File: src/rtl/seg7_scan_driver.sv
// Time-multiplexed common-anode 7-segment driver: holds a packed BCD word and
// scans one digit per refresh slot, with leading-zero blanking and dash on invalid codes.
module seg7_scan_driver #(
   parameter int NUM_DIGITS    = 4,
   parameter int REFRESH_DIV   = 100000,
   parameter bit ACTIVE_LOW    = 1'b1,
   parameter bit BLANK_LEADING = 1'b1
) (
   input  logic                    clk,
   input  logic                    rst,
   input  logic [4*NUM_DIGITS-1:0] bcd_in,
   input  logic [NUM_DIGITS-1:0]   dp_in,
   input  logic                    load,
   input  logic                    en,
   output logic [6:0]              seg,
   output logic                    dp,
   output logic [NUM_DIGITS-1:0]   an,
   output logic                    frame_done
);

   localparam int DIV_W = $clog2(REFRESH_DIV);
   localparam int IDX_W = (NUM_DIGITS > 1) ? $clog2(NUM_DIGITS) : 1;
   localparam logic [DIV_W-1:0] DIV_LAST = DIV_W'(REFRESH_DIV - 1);
   localparam logic [IDX_W-1:0] IDX_LAST = IDX_W'(NUM_DIGITS - 1);

   logic [4*NUM_DIGITS-1:0] hold_bcd_p0;
   logic [NUM_DIGITS-1:0]   hold_dp_p0;
   logic [DIV_W-1:0]        div_p0;
   logic [IDX_W-1:0]        idx_p0;
   logic                    tick;
   logic [3:0]              digit_val [NUM_DIGITS];
   logic [NUM_DIGITS-1:0]   blank;
   logic                    zero_run;
   logic [NUM_DIGITS-1:0]   an_nxt;
   logic [6:0]              seg_nxt;
   logic                    dp_nxt;

   // segment order a..g maps to bits 6..0, active-high
   function automatic logic [6:0] decode_seg(input logic [3:0] v);
      logic [6:0] s;
      case (v)
         4'd0:    s = 7'b1111110;
         4'd1:    s = 7'b0110000;
         4'd2:    s = 7'b1101101;
         4'd3:    s = 7'b1111001;
         4'd4:    s = 7'b0110011;
         4'd5:    s = 7'b1011011;
         4'd6:    s = 7'b1011111;
         4'd7:    s = 7'b1110000;
         4'd8:    s = 7'b1111111;
         4'd9:    s = 7'b1111011;
         default: s = 7'b0000001;
      endcase
      return s;
   endfunction

   assign tick = en && (div_p0 == DIV_LAST);

   // stage p0: hold register, refresh divider and digit index
   always_ff @(posedge clk or posedge rst) begin
      if (rst) begin
         hold_bcd_p0 <= '0;
         hold_dp_p0  <= '0;
      end else if (load) begin
         hold_bcd_p0 <= bcd_in;
         hold_dp_p0  <= dp_in;
      end
   end

   always_ff @(posedge clk or posedge rst) begin
      if (rst) begin
         div_p0     <= '0;
         idx_p0     <= '0;
         frame_done <= 1'b0;
      end else begin
         frame_done <= tick && (idx_p0 == IDX_LAST);
         if (en)
            div_p0 <= tick ? '0 : div_p0 + 1'b1;
         if (tick)
            idx_p0 <= (idx_p0 == IDX_LAST) ? '0 : idx_p0 + 1'b1;
      end
   end

   for (genvar k = 0; k < NUM_DIGITS; k++) begin : g_digit
      assign digit_val[k] = hold_bcd_p0[4*k +: 4];
   end

   // a digit blanks only while every digit and dp above it (inclusive) is zero
   always_comb begin
      blank    = '0;
      zero_run = 1'b1;
      for (int k = NUM_DIGITS - 1; k >= 0; k--) begin
         zero_run = zero_run && (hold_bcd_p0[4*k +: 4] == 4'd0) && !hold_dp_p0[k];
         blank[k] = BLANK_LEADING && (k != 0) && zero_run;
      end
   end

   always_comb begin
      an_nxt  = '0;
      seg_nxt = '0;
      dp_nxt  = 1'b0;
      if (en) begin
         an_nxt[idx_p0] = 1'b1;
         if (!blank[idx_p0]) begin
            seg_nxt = decode_seg(digit_val[idx_p0]);
            dp_nxt  = hold_dp_p0[idx_p0];
         end
      end
   end

   // stage p1: registered pin drivers with board polarity applied
   always_ff @(posedge clk or posedge rst) begin
      if (rst) begin
         an  <= {NUM_DIGITS{ACTIVE_LOW}};
         seg <= {7{ACTIVE_LOW}};
         dp  <= ACTIVE_LOW;
      end else begin
         an  <= an_nxt ^ {NUM_DIGITS{ACTIVE_LOW}};
         seg <= seg_nxt ^ {7{ACTIVE_LOW}};
         dp  <= dp_nxt ^ ACTIVE_LOW;
      end
   end

endmodule

File: config.mk
export PLATFORM = sky130hd
export DESIGN_NAME = seg7_scan_driver
export DESIGN_NICKNAME = d
export VERILOG_FILES = /design/src/rtl/seg7_scan_driver.sv
export SDC_FILE = /design/constraint.sdc
export NUM_CORES = 1
export LEC_CHECK = 0
export CORE_MARGIN = 5
export CORE_UTILIZATION = 40
export CTS_BUF_LIST = sky130_fd_sc_hd__clkbuf_16
export DETAILED_ROUTE_END_ITERATION = 6
export PLACE_DENSITY_LB_ADDON = 0.1
export SETUP_SLACK_MARGIN = 0.2
export SLEW_MARGIN = 20
export SYNTH_ARGS = -nofsm -noshare
export SYNTH_HDL_FRONTEND = slang
export SYNTH_SLANG_ARGS = --single-unit
File: constraint.sdc
create_clock -name clk -period 4.3 [get_ports clk]
set_input_delay 1.075 -clock clk [delete_from_list [all_inputs] [get_ports clk]]
set_output_delay 1.075 -clock clk [all_outputs]
set_load 0.005 [all_outputs]
### Word level (Yosys, flattened, before mapping)

Memory sizes are Yosys's and may differ from the RTL's.
Index checks and enable logic that the tools add are counted.

| word-level totals | value |
|---|---|
| register bits | 52 |
| ROM bits | 112 |
| input port bits | 24 |
| output and inout bits | 13 |
| logic and storage cells | 50 |
| memories kept | 1 |

Memory list:

| memory | depth | width | rd ports | clocked after Yosys merged registers in | write ports | line | RTL |
|---|---|---|---|---|---|---|---|
| (name not given) | 16 | 7 | 1 | 0 | 0 | 41 | `case (v)` |

| cells by class | value |
|---|---|
| $add $sub $neg | 2 |
| $lt $le $gt $ge | 3 |
| equal/unequal tests | 2 |
| multiplexer cells | 16 |
| bitwise gates (word level) | 4 |
| reductions and logical operators | 14 |

Operator list:

| operator | count |
|---|---|
| adder 17 x 1 -> 17 bit, second input constant | 1 |
| == test 17 bit, second input constant | 1 |
| 2-to-1 mux 17 bit | 1 |
| 2-to-1 mux 7 bit | 2 |
| zero test 4 bit | 3 |
| 2-to-1 mux 4 bit | 3 |
| binary-select mux 4 bit (select 2 bit) | 1 |
| logical AND 1 bit | 8 |
| inverter 7 bit | 1 |
| 2-to-1 mux 1 bit | 5 |
| binary-select mux 1 bit (select 2 bit) | 2 |
| inverter 4 bit | 1 |
| >= comparator 3 bit, second input constant | 1 |
| zero test 1 bit | 3 |
| < comparator 2 x 3 -> 1 bit, second input constant | 1 |
| inverter 2 -> 3 bit | 1 |
| adder 2 x 1 -> 2 bit, second input constant | 1 |
| demux 1 bit (select 2 bit) | 1 |
| == test 2 bit, second input constant | 1 |
| >= comparator 2 x 1 -> 1 bit, second input constant | 1 |
| 2-to-1 mux 2 bit | 1 |
| inverter 1 bit | 1 |

### Longest topological paths before layout

| depth | value |
|---|---|
| word-level depth | 11 |
| gate-level depth with buffers | 8 |
| gate-level depth less buffers | 7 |

### Least setup slack after synthesis

OpenSTA, ideal clock, no wires.

| path | value |
|---|---|
| path type | input to register |
| from | input en |
| to | register idx_p0[0] |
| setup time | 0.125 ns |
| data arrival time | 2.143 ns |
| data required time | 4.175 ns |
| path slack | 2.032 ns |
| cell stages on the path | 4 |
| cells stage by stage | nand3_1 > or2_2 > nor3_4 > mux2_4 |

| between the ends | value |
|---|---|
| cells in the longest elaborated chain, start to end | 1 |

Ends and longest elaborated chain:

| what | line | RTL |
|---|---|---|
| start, declared | 14 | `input logic en,` |
| logical AND 1 bit | 57 | `assign tick = en && (div_p0 == DIV_LAST);` |
| end signal, assigned | 80 | `idx_p0 <= (idx_p0 == IDX_LAST) ? '0 : idx_p0 + 1'b1;` |
| end, declared | 29 | `logic [IDX_W-1:0] idx_p0;` |

Every way passes these cells.
A chain may end at the register's enable or synchronous reset.

### Worst setup path in the final report

Ends and elaborated chain as after synthesis.

==> out/metrics.cfg <==
[routing]
routed_wirelength_mm=4.535
vias=1560
vias_per_cell=5.000
dr.pass1.iters=4
drt_iter0_drc=57
postRouteAntennaNets=0
drc=0
drt-wirelength-per-cell_um=14.54

[sta]
tns_ns=0
setup_viol=0
finalCritPeriodShare_pct=69.04
layout_min_cycle_time_ns=2.969
rsz0062_at_grt=false
clock.fmax_ghz=0.3368
hold_viol_final=0
fin_skew_ns=0.002968
worst_slew_pin_slew_ns=0.9197
slew_headroom_pct=38.49
setup_slack_ns=1.331
slew_violations=0

[clocking]
cts-root-buf=clkbuf_16
cts-resized-gates=0
cts_buffer_depth=2
clock-sinks=52
path_clk_slew_ns=0.06
cts_inserted_buffers=5
cts.htree.levels=2
hold_buffers=0
cts_setup_buffers=0
clock_latency_ns=0.28
cts_tree=yes

[placed_design]
hpwl_mm=3.353
place_ws_ns=1.043
io_buffers=36
place.gp.congestion=0.7929

[global_routing]
grt_max_degree=29
grt_antenna_before_repair=0
grt_usage_pct=12.99
gr-total-overflow=0
grt_pass1_vias=1592
grt_pass1_wl_mm=7.852

[yosys]
async_reset_ff_share_pct=100.0
synth_area_per_cell_um2=12.44
synthesis.nets=231
yosysWarningCount=0
ys.flop_type=dfrtp_1
ys_seq_area_share_pct=53.73
syn_inst=197
syn_area_um2=2450
synth.distinct_cells=42
ys_ff_latch=52
synth-edff-count=0

[floorplan]
rows=28
die_area_um2=7790
initial_core_util_pct=41.13
die_x_um=88.26
chipHeight_um=88.26
core_um2=5956
boundaryPins=37

[layout]
mostFrequentLayoutCell=dfrtp_1
fin_nets=270
diodes=0
drive_above_1_share_pct=23.21
mostFrequentLayoutCells=40 x dfrtp_1, 36 x clkdlybuf4s50_1, 20 x mux2_2
syn2layout_area_growth_pct=23.54

[worst_setup_path]
worstPathArrival_ns=3.13
rr_startpoint=idx_p0[0]
end_kind=flip-flop
path_buf_inv=1
crit_chain=clkdlybuf4s50_1 > nand3_1 > or2_2 > nor3_4 > mux2_4
r2r-end=seg[3]
crit_path_max_incr_delay_ns=0.73
path_class=in2reg
crit_family=simple AND/OR/NAND/NOR gates
crit_fanout=14
startpoint_type=input port
r2r_cells=7
crit_slowest_cell=clkdlybuf4s50_1
reg2reg_setup_slack_ns=2.23
crit_required_ns=4.47

[min_path]
whs_path_depth=1
min_to=div_p0[14]
hold_class=reg2reg
holdCritStartpoint=div_p0[14]

[pwr]
vdd_drop_max_v=0.0001888
leakagePower_uw=0.001259
finalPower_uw=1130
cellPowerDensity_nw_per_um2=373.3

[job]
cap_viol_max_count=0

[outcome]
status=completed

[cells by family (layout without fill, tap and decap cells)]
group / Yosys count / in the layout / synth area share (%)
simple gates: 54 / 54 / 12.31
buf+inv: 17 / 57 / 2.809
xor+xnor: 13 / 13 / 4.648
fa+ha+maj: 10 / 10 / 5.107
mux: 29 / 29 / 15.83
flops: 52 / 52 / 53.73
compound gates: 22 / 22 / 5.567
[cell usage after synthesis, types with 4 or more instances]
master / number / share of area [%]
nor2_1: 12 / 1.8
ha_1: 10 / 5.1
dfstp_2: 12 / 13
xnor2_1: 10 / 3.6
o21ai_0: 7 / 1.4
nand3_1: 7 / 1.4
nand2_1: 12 / 1.8
mux4_2: 5 / 4.6
mux2_2: 20 / 9.2
inv_1: 12 / 1.8
nand4_1: 4 / 1.0
a21oi_1: 5 / 1.0
dfrtp_1: 40 / 41
[worst reg2reg max path, delay by kind of cell, from the launching register on]
kind / cells / cell delay, ns
multiplexers: 1 / 0.65
buffers and inverters: 2 / 0.17
adder cells (fa/ha/maj): 1 / 0.15
AO/OA/AOI/OAI: 3 / 0.38
flip-flops: 1 / 0.65
[where the power goes]
part           leakage, uW  switching [uW]  internal [uW]
Combinational     0.000558            66.5           91.1
Sequential        0.000630            51.2            546
Clock            0.0000710             163            212
[area by class of cell]
| type | count | area [um^2] |
|---|---|---|
| clock buffer | 5 | 125.1 |
| clock inverter | 3 | 13.76 |
| fill | 559 | 2929 |
| inverter | 12 | 45.04 |
| multi-input combinational | 128 | 1065 |
| sequential | 52 | 1316 |
| tap | 75 | 93.84 |
| timing repair buffer | 37 | 367.9 |
[through the flow]
step / hold slack [ns] / util (%) / cell area [um^2] / std cells
global placement: 0.4713 / 48.49 / 2888 / 304
detailed placement: 0.4743 / 48.49 / 2888 / 304
global route: 0.5022 / 50.82 / 3027 / 312
CTS: 0.4833 / 50.82 / 3027 / 312
floorplan: 0.4455 / - / 2450 / 197
finish: 0.4820 / 50.82 / 3027 / 312
[sequential cells by signal, indices dropped and copies added (netlist names)]
name	flops
hold_dp_p0	4
div_p0	17
dp	1
idx_p0	2
an	4
seg	7
hold_bcd_p0	16
frame_done	1
[how the worst max path moves through the flow]
stage               depth (start not counted)  slack (ns)   endpoint  from
detailed placement                          5        1.04  idx_p0[1]    en
floorplan                                   1        1.99  div_p0[0]   rst
CTS                                         5        1.33  idx_p0[0]    en
finish                                      5        1.33  idx_p0[0]    en
global placement                            5        1.07  idx_p0[0]    en
global route                                5        1.21  idx_p0[0]    en
[per-layer routing]
layer / up-vias / global-route usage [%] / part of all wire (%)
met2: 38 / 17.13 / 40
met5: - / 0 / 0
li1: 776 / - / -
met1: 742 / 20.21 / 53
met4: 0 / 5.082 / 1.0
met3: 4 / 3.259 / 5.9
Power figures use the tool's default switching activity.
==> RTL edit (same flow settings) <==
Compare `div_p0` against `DIV_LAST` with >= in place of ==.
--- a/src/rtl/seg7_scan_driver.sv
+++ b/src/rtl/seg7_scan_driver.sv
@@ -55,5 +55,5 @@
    endfunction
 
-   assign tick = en && (div_p0 == DIV_LAST);
+   assign tick = en && (div_p0 >= DIV_LAST);
 
    // stage p0: hold register, refresh divider and digit index
Formal check against the unedited RTL: no difference found for any inputs over 10 cycles, from zero or initial values and one cycle with rst high; that may be too few to reach the edited logic, so the function may still have changed.
==> RTL edit against the unedited design <==
Setup slack gained 300 ps. Sequential cell count is the same. Global-route usage shrank 0.67 points. Routed wire length grew 6.0%. Worst hold slack gained 31 ps. First-iteration DRC count grew 18%. Count of clock-buffer cells in the layout is the same. Area after synthesis grew 5.4%. Design area grew 4.3%. Total power grew 5.1%. Die area grew 4.8%. Sequential power grew 2%. Largest cell class unchanged. Highest routed layer unchanged.
==> RTL edit: results (changes against the unedited design) <==
clock root buffer: clkbuf_16 (unchanged)
HP Start: hold_bcd_p0[1] (was div_p0[14])
share of layout cells above drive strength 1: 20.3% (was 23.2%)
final net count: 294 (was 270)
r2r startpoint: div_p0[6] (was idx_p0[0])
RR Endpoint: idx_p0[0] (was seg[3])
hpwl dp: 3410 µm (was 3350 µm)
Post-Place Worst Slack: 1350 ps (was 1040 ps)
Met3 Wirelength: 295 µm (was 266 µm)
Leakage: 1.38 nW (was 1.26 nW)
largest net degree at the start of global routing: 34 (was 29)
Worst EP required: 4460 ps (was 4470 ps)
Adder-Cell Fraction of Synth Area: 4.84% (was 5.11%)
met3 Usage GRT: 3.92% (was 3.26%)
met1 Use GR: 18.2% (was 20.2%)
status: completed (unchanged)
Placer Congestion: 0.766 (was 0.793)
WHS: 513 ps (was 482 ps)
Placed Cells: 330 (was 304)
dpl cell area: 3010 µm² (was 2890 µm²)
first-pass GRT wire length: 8270 µm (was 7850 µm)
Peak VDD IR: 0.000170 V (was 0.000189 V)
xor/xnor cell area share of the yosys netlist: 2.37% (was 4.65%)
crit-path max FO: 26 (was 14)
DRT met1 WL: 2490 µm (was 2390 µm)
register area share after synthesis: 51.0% (was 53.7%)
syn nets: 257 (was 231)
via/cell ratio: 5.16 (was 5.00)
Hold Path End: hold_bcd_p0[1] (was div_p0[14])
GR Util All Layers: 12.3% (was 13.0%)
Final Worst Setup Slack: 1630 ps (was 1330 ps)
vias: 1745 (was 1560)
wire length on met2: 1970 µm (was 1830 µm)
syn avg cell area: 11.6 µm² (was 12.4 µm²)
Compound-Gate Fraction of Synth Area: 9.25% (was 5.57%)
proportion of synthesized area in mux cells: 14.1% (was 15.8%)
global routing usage on met2: 17.1% (about the same)
largest stage delay on the critical path: 450 ps (was 730 ps)
Worst Skew: 3.50 ps (was 2.97 ps)
Synth area leaders: dfrtp_1 (39%), dfstp_2 (12%), mux2_2 (8.7%) (was dfrtp_1 (41%), dfstp_2 (13%), mux2_2 (9.2%))
Rel. slew slack: 37.7% (was 38.5%)
Critical Path End: div_p0[12] (was idx_p0[0])
Post-synth top cells: dfrtp_1 (40), mux2_2 (20), nor2_1 (19) (was dfrtp_1 (40), mux2_2 (20))
==> RTL edit: power by group <==
part	internal [mW]	total [mW]	leakage, nW	switching (mW)
logic	0.114	0.189	0.692	0.0750
registers	0.553	0.607	0.613	0.0546
clock network	0.215	0.392	0.0716	0.177
total	0.881	1.19	1.38	0.306
==> RTL edit: area by class of cell <==
class	count	area (µm²)	share of cell area [%]
Clock buffer	5	125	3.96
Clock inverter	3	17.5	0.555
Inverter	11	41.3	1.31
Multi-Input combinational cell	152	1180	37.5
Sequential cell	52	1320	41.7
Tap cell	77	96.3	3.05
Timing Repair Buffer	38	375	11.9
==> RTL edit: logic make-up after synthesis <==
kind of cell | Yosys count
buffers and inverters | 19
adder cells (fa/ha/maj) | 10
multiplexers | 27
XOR/XNOR | 7
AO/OA/AOI/OAI | 37
flip-flops | 52
AND/OR/NAND/NOR | 71
==> RTL edit: critical path, delay by kind of cell <==
family,cells,cell delay [ps]
XOR/XNOR,1,150
buffers and inverters,2,710
AND/OR/NAND/NOR,4,890
